[src/rtl/vertex_attr_mem_if.sv]
// Vertex-attribute bus between the primitive loader / fragment interpolator
// (master) and the ping-pong attribute memory (slave).
//   load_*            : fill-side write strobe, address, data, commit, ready
//   vertexSize        : last valid word index per vertex (range checking only)
//   vert_attr_rd_*    : three parallel fixed-latency read lanes, one per vertex
//   prim_valid/_release : read-bank handoff
interface vertex_attr_mem_if #(
    parameter int unsigned DATA_WIDTH = 32,
    parameter int unsigned ADDR_WIDTH = 4
);
    logic                             load_wr_en;
    logic [1:0]                       load_wr_vert;
    logic [ADDR_WIDTH-1:0]            load_wr_addr;
    logic [DATA_WIDTH-1:0]            load_wr_data;
    logic                             load_commit;
    logic                             load_ready;
    logic [ADDR_WIDTH-1:0]            vertexSize;
    logic [2:0][0:0]                  vert_attr_rd_en;
    logic [2:0][ADDR_WIDTH-1:0]       vert_attr_rd_addr;
    logic [2:0][DATA_WIDTH-1:0]       vert_attr_rd_data;
    logic                             prim_valid;
    logic                             prim_release;

    modport master (
        output load_wr_en, load_wr_vert, load_wr_addr, load_wr_data, load_commit,
        output vertexSize, vert_attr_rd_en, vert_attr_rd_addr, prim_release,
        input  load_ready, vert_attr_rd_data, prim_valid
    );

    modport slave (
        input  load_wr_en, load_wr_vert, load_wr_addr, load_wr_data, load_commit,
        input  vertexSize, vert_attr_rd_en, vert_attr_rd_addr, prim_release,
        output load_ready, vert_attr_rd_data, prim_valid
    );
endinterface

[src/rtl/vertex_attr_mem.sv]
// Double-buffered vertex-attribute memory: the loader fills one bank while the
// interpolator reads the other through three fixed-latency lanes (lane i
// returns vertex i). Banks change hands through commit/release.
// Ports:
//   clk, resetn : clock, synchronous active-low reset
//   bus         : vertex_attr_mem_if.slave (load, read lanes, bank handoff)
//   err         : sticky protocol error, only when VATTR_MEM_ERR_EN is defined
// Optional feature macro: VATTR_MEM_ERR_EN (error detection, out-of-range and
// invalid-bank reads return 0).
module vertex_attr_mem #(
    parameter int unsigned DATA_WIDTH   = 32,
    parameter int unsigned ADDR_WIDTH   = 4,
    parameter int unsigned READ_LATENCY = 1
) (
    input  logic clk,
    input  logic resetn,
`ifdef VATTR_MEM_ERR_EN
    output logic err,
`endif
    vertex_attr_mem_if.slave bus
);
    localparam int unsigned DEPTH = 1 << ADDR_WIDTH;
    localparam int unsigned NVERT = 3;
    localparam logic        EMPTY = 1'b0;
    localparam logic        FULL  = 1'b1;

    logic [DATA_WIDTH-1:0]             mem [2][NVERT][DEPTH];
    logic [1:0]                        bank_q, bank_d;
    logic                              wr_sel_q, wr_sel_d;
    logic                              rd_sel_q, rd_sel_d;
    logic                              load_ready_c, prim_valid_c;
    logic                              wr_ok_c, commit_ok_c, release_ok_c;
    logic [NVERT-1:0]                  rd_en_c;
    logic [NVERT-1:0][DATA_WIDTH-1:0]  rd_word_c;
    logic [NVERT-1:0][DATA_WIDTH-1:0]  rd_data_q;

    // Handshake qualifiers, all from pre-edge bank state
    always_comb begin
        load_ready_c = (bank_q[wr_sel_q] == EMPTY);
        prim_valid_c = (bank_q[rd_sel_q] == FULL);
        wr_ok_c      = bus.load_wr_en && load_ready_c && (bus.load_wr_vert != 2'd3);
        commit_ok_c  = bus.load_commit && load_ready_c;
        release_ok_c = bus.prim_release && prim_valid_c;
    end

    assign bus.load_ready        = load_ready_c;
    assign bus.prim_valid        = prim_valid_c;
    assign bus.vert_attr_rd_data = rd_data_q;

    // Bank next state; commit and release can never target the same bank
    always_comb begin
        bank_d   = bank_q;
        wr_sel_d = wr_sel_q;
        rd_sel_d = rd_sel_q;
        if (commit_ok_c) begin
            bank_d[wr_sel_q] = FULL;
            wr_sel_d         = ~wr_sel_q;
        end
        if (release_ok_c) begin
            bank_d[rd_sel_q] = EMPTY;
            rd_sel_d         = ~rd_sel_q;
        end
    end

    always_ff @(posedge clk) begin
        if (!resetn) begin
            bank_q   <= {EMPTY, EMPTY};
            wr_sel_q <= 1'b0;
            rd_sel_q <= 1'b0;
        end else begin
            bank_q   <= bank_d;
            wr_sel_q <= wr_sel_d;
            rd_sel_q <= rd_sel_d;
        end
    end

    // Storage is not reset; a write with commit lands in the committed bank
    always_ff @(posedge clk) begin
        if (resetn && wr_ok_c) begin
            mem[wr_sel_q][bus.load_wr_vert][bus.load_wr_addr] <= bus.load_wr_data;
        end
    end

    // Per-lane lookup in the pre-edge read bank
    always_comb begin
        for (int i = 0; i < NVERT; i++) begin
            rd_en_c[i]   = bus.vert_attr_rd_en[i][0];
            rd_word_c[i] = mem[rd_sel_q][i][bus.vert_attr_rd_addr[i]];
`ifdef VATTR_MEM_ERR_EN
            if ((bus.vert_attr_rd_addr[i] > bus.vertexSize) || !prim_valid_c) begin
                rd_word_c[i] = '0;
            end
`endif
        end
    end

    // Output register updates READ_LATENCY-1 edges after the sample edge, so
    // data is usable in the READ_LATENCY-th cycle; lanes without a read hold.
    generate
        if (READ_LATENCY <= 1) begin : g_lat1
            always_ff @(posedge clk) begin
                if (!resetn) begin
                    rd_data_q <= '0;
                end else begin
                    for (int i = 0; i < NVERT; i++) begin
                        if (rd_en_c[i]) begin
                            rd_data_q[i] <= rd_word_c[i];
                        end
                    end
                end
            end
        end else begin : g_latn
            localparam int unsigned STAGES = READ_LATENCY - 1;
            logic [NVERT-1:0]                  vld_q [STAGES];
            logic [NVERT-1:0][DATA_WIDTH-1:0]  dat_q [STAGES];

            always_ff @(posedge clk) begin
                if (!resetn) begin
                    for (int s = 0; s < STAGES; s++) begin
                        vld_q[s] <= '0;
                        dat_q[s] <= '0;
                    end
                    rd_data_q <= '0;
                end else begin
                    vld_q[0] <= rd_en_c;
                    dat_q[0] <= rd_word_c;
                    for (int s = 1; s < STAGES; s++) begin
                        vld_q[s] <= vld_q[s-1];
                        dat_q[s] <= dat_q[s-1];
                    end
                    for (int i = 0; i < NVERT; i++) begin
                        if (vld_q[STAGES-1][i]) begin
                            rd_data_q[i] <= dat_q[STAGES-1][i];
                        end
                    end
                end
            end
        end
    endgenerate

`ifdef VATTR_MEM_ERR_EN
    logic err_event_c;

    // Any dropped/ignored request or checked-bad read
    always_comb begin
        err_event_c = 1'b0;
        if (bus.load_wr_en && !wr_ok_c) err_event_c = 1'b1;
        if (bus.load_commit && !load_ready_c) err_event_c = 1'b1;
        if (bus.prim_release && !prim_valid_c) err_event_c = 1'b1;
        for (int i = 0; i < NVERT; i++) begin
            if (rd_en_c[i] && ((bus.vert_attr_rd_addr[i] > bus.vertexSize) || !prim_valid_c)) begin
                err_event_c = 1'b1;
            end
        end
    end

    always_ff @(posedge clk) begin
        if (!resetn) begin
            err <= 1'b0;
        end else if (err_event_c) begin
            err <= 1'b1;
        end
    end
`else
    logic unused_vsize_c;
    assign unused_vsize_c = ^bus.vertexSize;
`endif
endmodule
[src/flat_wrapper.sv]
// flat-port wrapper written by rule: the top's interface ports become plain ports
module vertex_attr_mem_flat 
#(
    parameter int unsigned DATA_WIDTH   = 32,
    parameter int unsigned ADDR_WIDTH   = 4,
    parameter int unsigned READ_LATENCY = 1
)
  (clk, resetn, bus_load_wr_en, bus_load_wr_vert, bus_load_wr_addr, bus_load_wr_data, bus_load_commit, bus_vertexSize, bus_vert_attr_rd_en, bus_vert_attr_rd_addr, bus_prim_release, bus_load_ready, bus_vert_attr_rd_data, bus_prim_valid);
  vertex_attr_mem_if #(.DATA_WIDTH(DATA_WIDTH), .ADDR_WIDTH(ADDR_WIDTH)) bus_i ();
  input  logic clk;
  input  logic resetn;
  input wire logic [$bits(bus_i.load_wr_en)-1:0] bus_load_wr_en;
  input wire logic [$bits(bus_i.load_wr_vert)-1:0] bus_load_wr_vert;
  input wire logic [$bits(bus_i.load_wr_addr)-1:0] bus_load_wr_addr;
  input wire logic [$bits(bus_i.load_wr_data)-1:0] bus_load_wr_data;
  input wire logic [$bits(bus_i.load_commit)-1:0] bus_load_commit;
  input wire logic [$bits(bus_i.vertexSize)-1:0] bus_vertexSize;
  input wire logic [$bits(bus_i.vert_attr_rd_en)-1:0] bus_vert_attr_rd_en;
  input wire logic [$bits(bus_i.vert_attr_rd_addr)-1:0] bus_vert_attr_rd_addr;
  input wire logic [$bits(bus_i.prim_release)-1:0] bus_prim_release;
  output wire logic [$bits(bus_i.load_ready)-1:0] bus_load_ready;
  output wire logic [$bits(bus_i.vert_attr_rd_data)-1:0] bus_vert_attr_rd_data;
  output wire logic [$bits(bus_i.prim_valid)-1:0] bus_prim_valid;
  assign bus_i.load_wr_en = bus_load_wr_en;
  assign bus_i.load_wr_vert = bus_load_wr_vert;
  assign bus_i.load_wr_addr = bus_load_wr_addr;
  assign bus_i.load_wr_data = bus_load_wr_data;
  assign bus_i.load_commit = bus_load_commit;
  assign bus_i.vertexSize = bus_vertexSize;
  assign bus_i.vert_attr_rd_en = bus_vert_attr_rd_en;
  assign bus_i.vert_attr_rd_addr = bus_vert_attr_rd_addr;
  assign bus_i.prim_release = bus_prim_release;
  assign bus_load_ready = bus_i.load_ready;
  assign bus_vert_attr_rd_data = bus_i.vert_attr_rd_data;
  assign bus_prim_valid = bus_i.prim_valid;
  vertex_attr_mem #(.DATA_WIDTH(DATA_WIDTH), .ADDR_WIDTH(ADDR_WIDTH), .READ_LATENCY(READ_LATENCY)) u_core (.clk(clk), .resetn(resetn), .bus(bus_i));
endmodule
[config.mk]
export PLATFORM = sky130hd
export DESIGN_NAME = vertex_attr_mem_flat
export DESIGN_NICKNAME = d
export VERILOG_FILES = /design/src/rtl/vertex_attr_mem_if.sv /design/src/rtl/vertex_attr_mem.sv /design/src/flat_wrapper.sv
export SDC_FILE = /design/constraint.sdc
export NUM_CORES = 2
export LEC_CHECK = 0
export BUFFER_PORTS_ARGS = -buffer_cell sky130_fd_sc_hd__buf_2
export CORE_MARGIN = 1.5
export CORE_UTILIZATION = 60
export DETAILED_ROUTE_END_ITERATION = 12
export PLACE_DENSITY = 0.8
export SYNTH_ARGS = -nofsm -noshare
export SYNTH_HDL_FRONTEND = slang
export SYNTH_SLANG_ARGS = --single-unit
[constraint.sdc]
create_clock -name clk -period 7.7 [get_ports clk]
set_clock_uncertainty 0.1 [all_clocks]
set_input_delay 1.925 -clock clk [delete_from_list [all_inputs] [get_ports clk]]
set_output_delay 1.925 -clock clk [all_outputs]
set_load 0.02 [all_outputs]
==> flow_metrics.tcl <==
set metrics [dict create \
    drt_iter0_drc 8785 \
    viasPerCell 6.63 \
    r2r_slack_ns 2.98 \
    numClockSinks 3173 \
    grt-ovfl-total 0 \
    nNetsFinal 6981 \
    hold_class "flop to flop" \
    rsz0062_at_grt "false" \
    postCtsSetupBuffers 0 \
    endpoint_kind "flop" \
    r2r-end "u_core.mem[0][1135]$_DFFE_PP_" \
    crit_family "simple AND/OR/NAND/NOR gates" \
    drv_cap 0 \
    p_leak_nw 41.4 \
    die_h_um 454 \
    finalHoldViolations 0 \
    final_cells 9836 \
    timing.hold.ws_ns 0.428 \
    crit_chain "buf_4 > and4_1 > nor3b_1 > nand3_1 > nor2_4" \
    htreeDepth 5 \
    ys_warn_count 0 \
    coreArea_mm2 0.202 \
    cts_hold_buf 0 \
    antenna_found_initial 21 \
    status "finished, final reports clean" \
    port_buffers 155 \
    ctsResizeCount 0 \
    postSynth.asyncResetShare 0 \
    yosysUniqueCellTypes 29 \
    post-place-cells 9266 \
    final_max_slew_viol_count 0 \
    grt_usage 0.282 \
    clkTransAtPathRegs_ns 0.06 \
    crit_slowest_cell "nor2_4" \
    worst_slew_pin_slew_ns 1.34 \
    synth_flop_cell "edfxtp_1" \
    finalSetupViolCount 0 \
    worst_slack_ns 2.47 \
    swShare 0.212 \
    p_clk_frac 0.417 \
    io_pins 160 \
    post-place-ws_ns 1.73 \
    die_area_mm2 0.206 \
    syn_avg_cell_area_um2 18.1 \
    placementRows 165 \
    p_switching_mw 7.62 \
    drc 0 \
    grt_max_degree 143 \
    clk_latency_ns 0.96 \
    hpwlAfterDp_um 151000 \
    dr.pass1.iters 7 \
    synth_seq_cells 3173 \
    synth_fp_nets 6797 \
    antenna_left 0 \
    drt_wl_total_um 295000 \
    clock.fmax_mhz 191 \
    worstPathMaxFanout 39 \
    worstRegToRegCells 5 \
    cp_data_arrival_time_ns 5.64 \
    slew_headroom 0.104 \
    start_util 0.604 \
    syn_area_mm2 0.122 \
    post-route-period-util 0.679 \
    grt_pass1_vias 64800 \
    grt_pass1_wl_um 424000 \
    cts_tree "built" \
    worst-path-buf-inv 1 \
    cp-startpoint "resetn" \
    drive_gt1_frac 0.116 \
    area_delta_synth_final_pct 11.6 \
    reg2reg_from "u_core.wr_sel_q$_SDFFE_PN0N_" \
    worstSetupStartpointType "primary input" \
    synthesis.instances 6735 \
    required_ns 8.12 \
    die_x_um 454 \
    root_buffer "clkbuf_16" \
    wl_per_cell_um 30.0 \
    ir_worst_vdd_uv 238 \
    p_seq_frac 0.531 \
    period_minus_slack_ns 5.23 \
    synth_edf_count 3072 \
    cpPeakStageDelay_ns 1.29 \
    cts_made_buffers 323 \
    clockBufferDepth 4 \
    place_congestion 0.853 \
    comb_power_share 0.052 \
    detailroute.via_count 65200 \
    worstHoldStart "u_core.bus.vert_attr_rd_data[44]$_SDFFE_PN0P_" \
    power_density_mw_per_mm2 264 \
    whs_path_depth 2 \
    ys_seq_area_frac 0.774 \
    crit_type "primary input to flop" \
    tns_ns 0 \
    min_to "u_core.bus.vert_attr_rd_data[44]$_SDFFE_PN0P_" \
    intPower_mw 28.3 \
]
worst max-delay path by stage:
| stage | end | slack (ns) | depth (start not counted) |
|---|---|---|---|
| floorplan | u_core.mem[0][100]$_DFFE_PP_ | 3.04 | 5 |
| global placement | u_core.mem[0][0]$_DFFE_PP_ | 1.94 | 6 |
| detailed placement | u_core.mem[0][1126]$_DFFE_PP_ | 1.73 | 5 |
| CTS | u_core.mem[0][1135]$_DFFE_PP_ | 2.69 | 5 |
| global route | u_core.mem[0][1135]$_DFFE_PP_ | 2.55 | 5 |
| finish | u_core.mem[0][1135]$_DFFE_PP_ | 2.47 | 5 |
per-layer routing:
| metal | vias to the layer above | global-route usage | routed length, um |
|---|---|---|---|
| li1 | 27600 | - | - |
| met1 | 33400 | 0.374 | 110000 |
| met2 | 3656 | 0.459 | 145000 |
| met3 | 558 | 0.0526 | 28200 |
| met4 | 2 | 0.122 | 12500 |
| met5 | - | 0 | 8 |
registers in the layout, summed over array words and instances, names as in the netlist, named ones only:
| name | flops |
|---|---|
| u_core.bank_q | 2 |
| u_core.bus.vert_attr_rd_data | 96 |
| u_core.mem | 3072 |
| u_core.rd_sel_q | 1 |
| u_core.wr_sel_q | 1 |
cell usage in the layout (no fill, tap or decap), types with 3 or more instances in the layout:
master         n
a21oi_1      482
a22oi_1      768
and2_4         3
buf_12        20
buf_2        124
buf_4        135
bufinv_16     23
clkbuf_1      62
clkbuf_16    332
clkbuf_8       5
clkinv_1      68
clkinv_2      51
clkinvlp_4    13
dfxtp_1      100
diode_2        7
edfxtp_1    3072
inv_6          5
mux2i_1     1537
nand2_1       19
nand2b_1       3
nand2b_2       3
nand3_1        4
nor2_4        99
nor2b_1        4
nor2b_4        6
nor3b_1        4
o21ai_0       96
or2_2          3
or4_1         96
tightest hold or removal path: stages (launching register included):
cell and delay, ns:
dfxtp_1 0.32, o21ai_0 0.07, a21oi_1 0.10
cell families (layout without fill, tap and decap cells):
kind of cell | Yosys count | count (layout) | share of synthesized area
and+or+nand+nor | 256 | 256 | 0.0118
muxes | 1538 | 1538 | 0.126
other | 0 | 7 | 0
buffers and inverters | 420 | 842 | 0.0170
AOI/OAI and AO/OA | 1348 | 1348 | 0.0712
DFF | 3173 | 3173 | 0.774
cells in the mapped netlist, types with 2 or more instances:
| master | count | share of area |
|---|---|---|
| or4_1 | 96 | 0.0059 |
| buf_1 | 21 | 0.00065 |
| clkbuf_4 | 10 | 0.00062 |
| mux2i_1 | 1537 | 0.13 |
| clkbuf_1 | 228 | 0.0070 |
| buf_2 | 68 | 0.0028 |
| and3b_1 | 2 | 0.00014 |
| or2_2 | 3 | 0.00015 |
| and2_1 | 3 | 0.00015 |
| buf_6 | 5 | 0.00046 |
| nor2_1 | 101 | 0.0031 |
| nand3_1 | 4 | 0.00016 |
| a22oi_1 | 768 | 0.047 |
| o221a_2 | 2 | 0.00018 |
| nand3b_1 | 2 | 0.00012 |
| a21oi_1 | 482 | 0.020 |
| o21ai_0 | 96 | 0.0039 |
| nand2_1 | 19 | 0.00059 |
| dfxtp_1 | 101 | 0.017 |
| or3b_2 | 2 | 0.00014 |
| nor2b_1 | 10 | 0.00051 |
| nand2b_1 | 6 | 0.00031 |
| buf_4 | 88 | 0.0054 |
| nor3b_1 | 4 | 0.00025 |
| edfxtp_1 | 3072 | 0.76 |
| and3_1 | 2 | 0.00010 |
power by group through the flow:
| stage | Sequential, mW | Combinational, mW | Clock (mW) |
|---|---|---|---|
| 6_report | 19.0 | 1.86 | 15.0 |
| 5_1_grt | 19.0 | 1.95 | 15.7 |
| 4_1_cts | 19.0 | 1.84 | 15.1 |
| 3_5_place_dp | 19.4 | 1.82 | 0 |
| 3_3_place_gp | 19.4 | 1.76 | 0 |
| 2_1_floorplan | 19.4 | 1.05 | 0 |
area by class of cell:
cell class | count | area, um2
repair buffers | 279 | 2030
clock inverters | 164 | 1390
diodes | 7 | 17.5
well taps | 2672 | 3340
clock buffers | 399 | 8610
multi-input cells | 3142 | 26300
flip-flops and latches | 3173 | 94300
fillers | 12400 | 65900
stage by stage:
step	total power, mW	util	cell area [um2]
5_1_grt	36.7	0.673	136000
3_3_place_gp	21.2	0.624	126000
6_report	35.9	0.674	136000
2_1_floorplan	20.5	-	122000
3_5_place_dp	21.2	0.624	126000
4_1_cts	35.9	0.673	136000
Power figures use the tool's default switching activity.
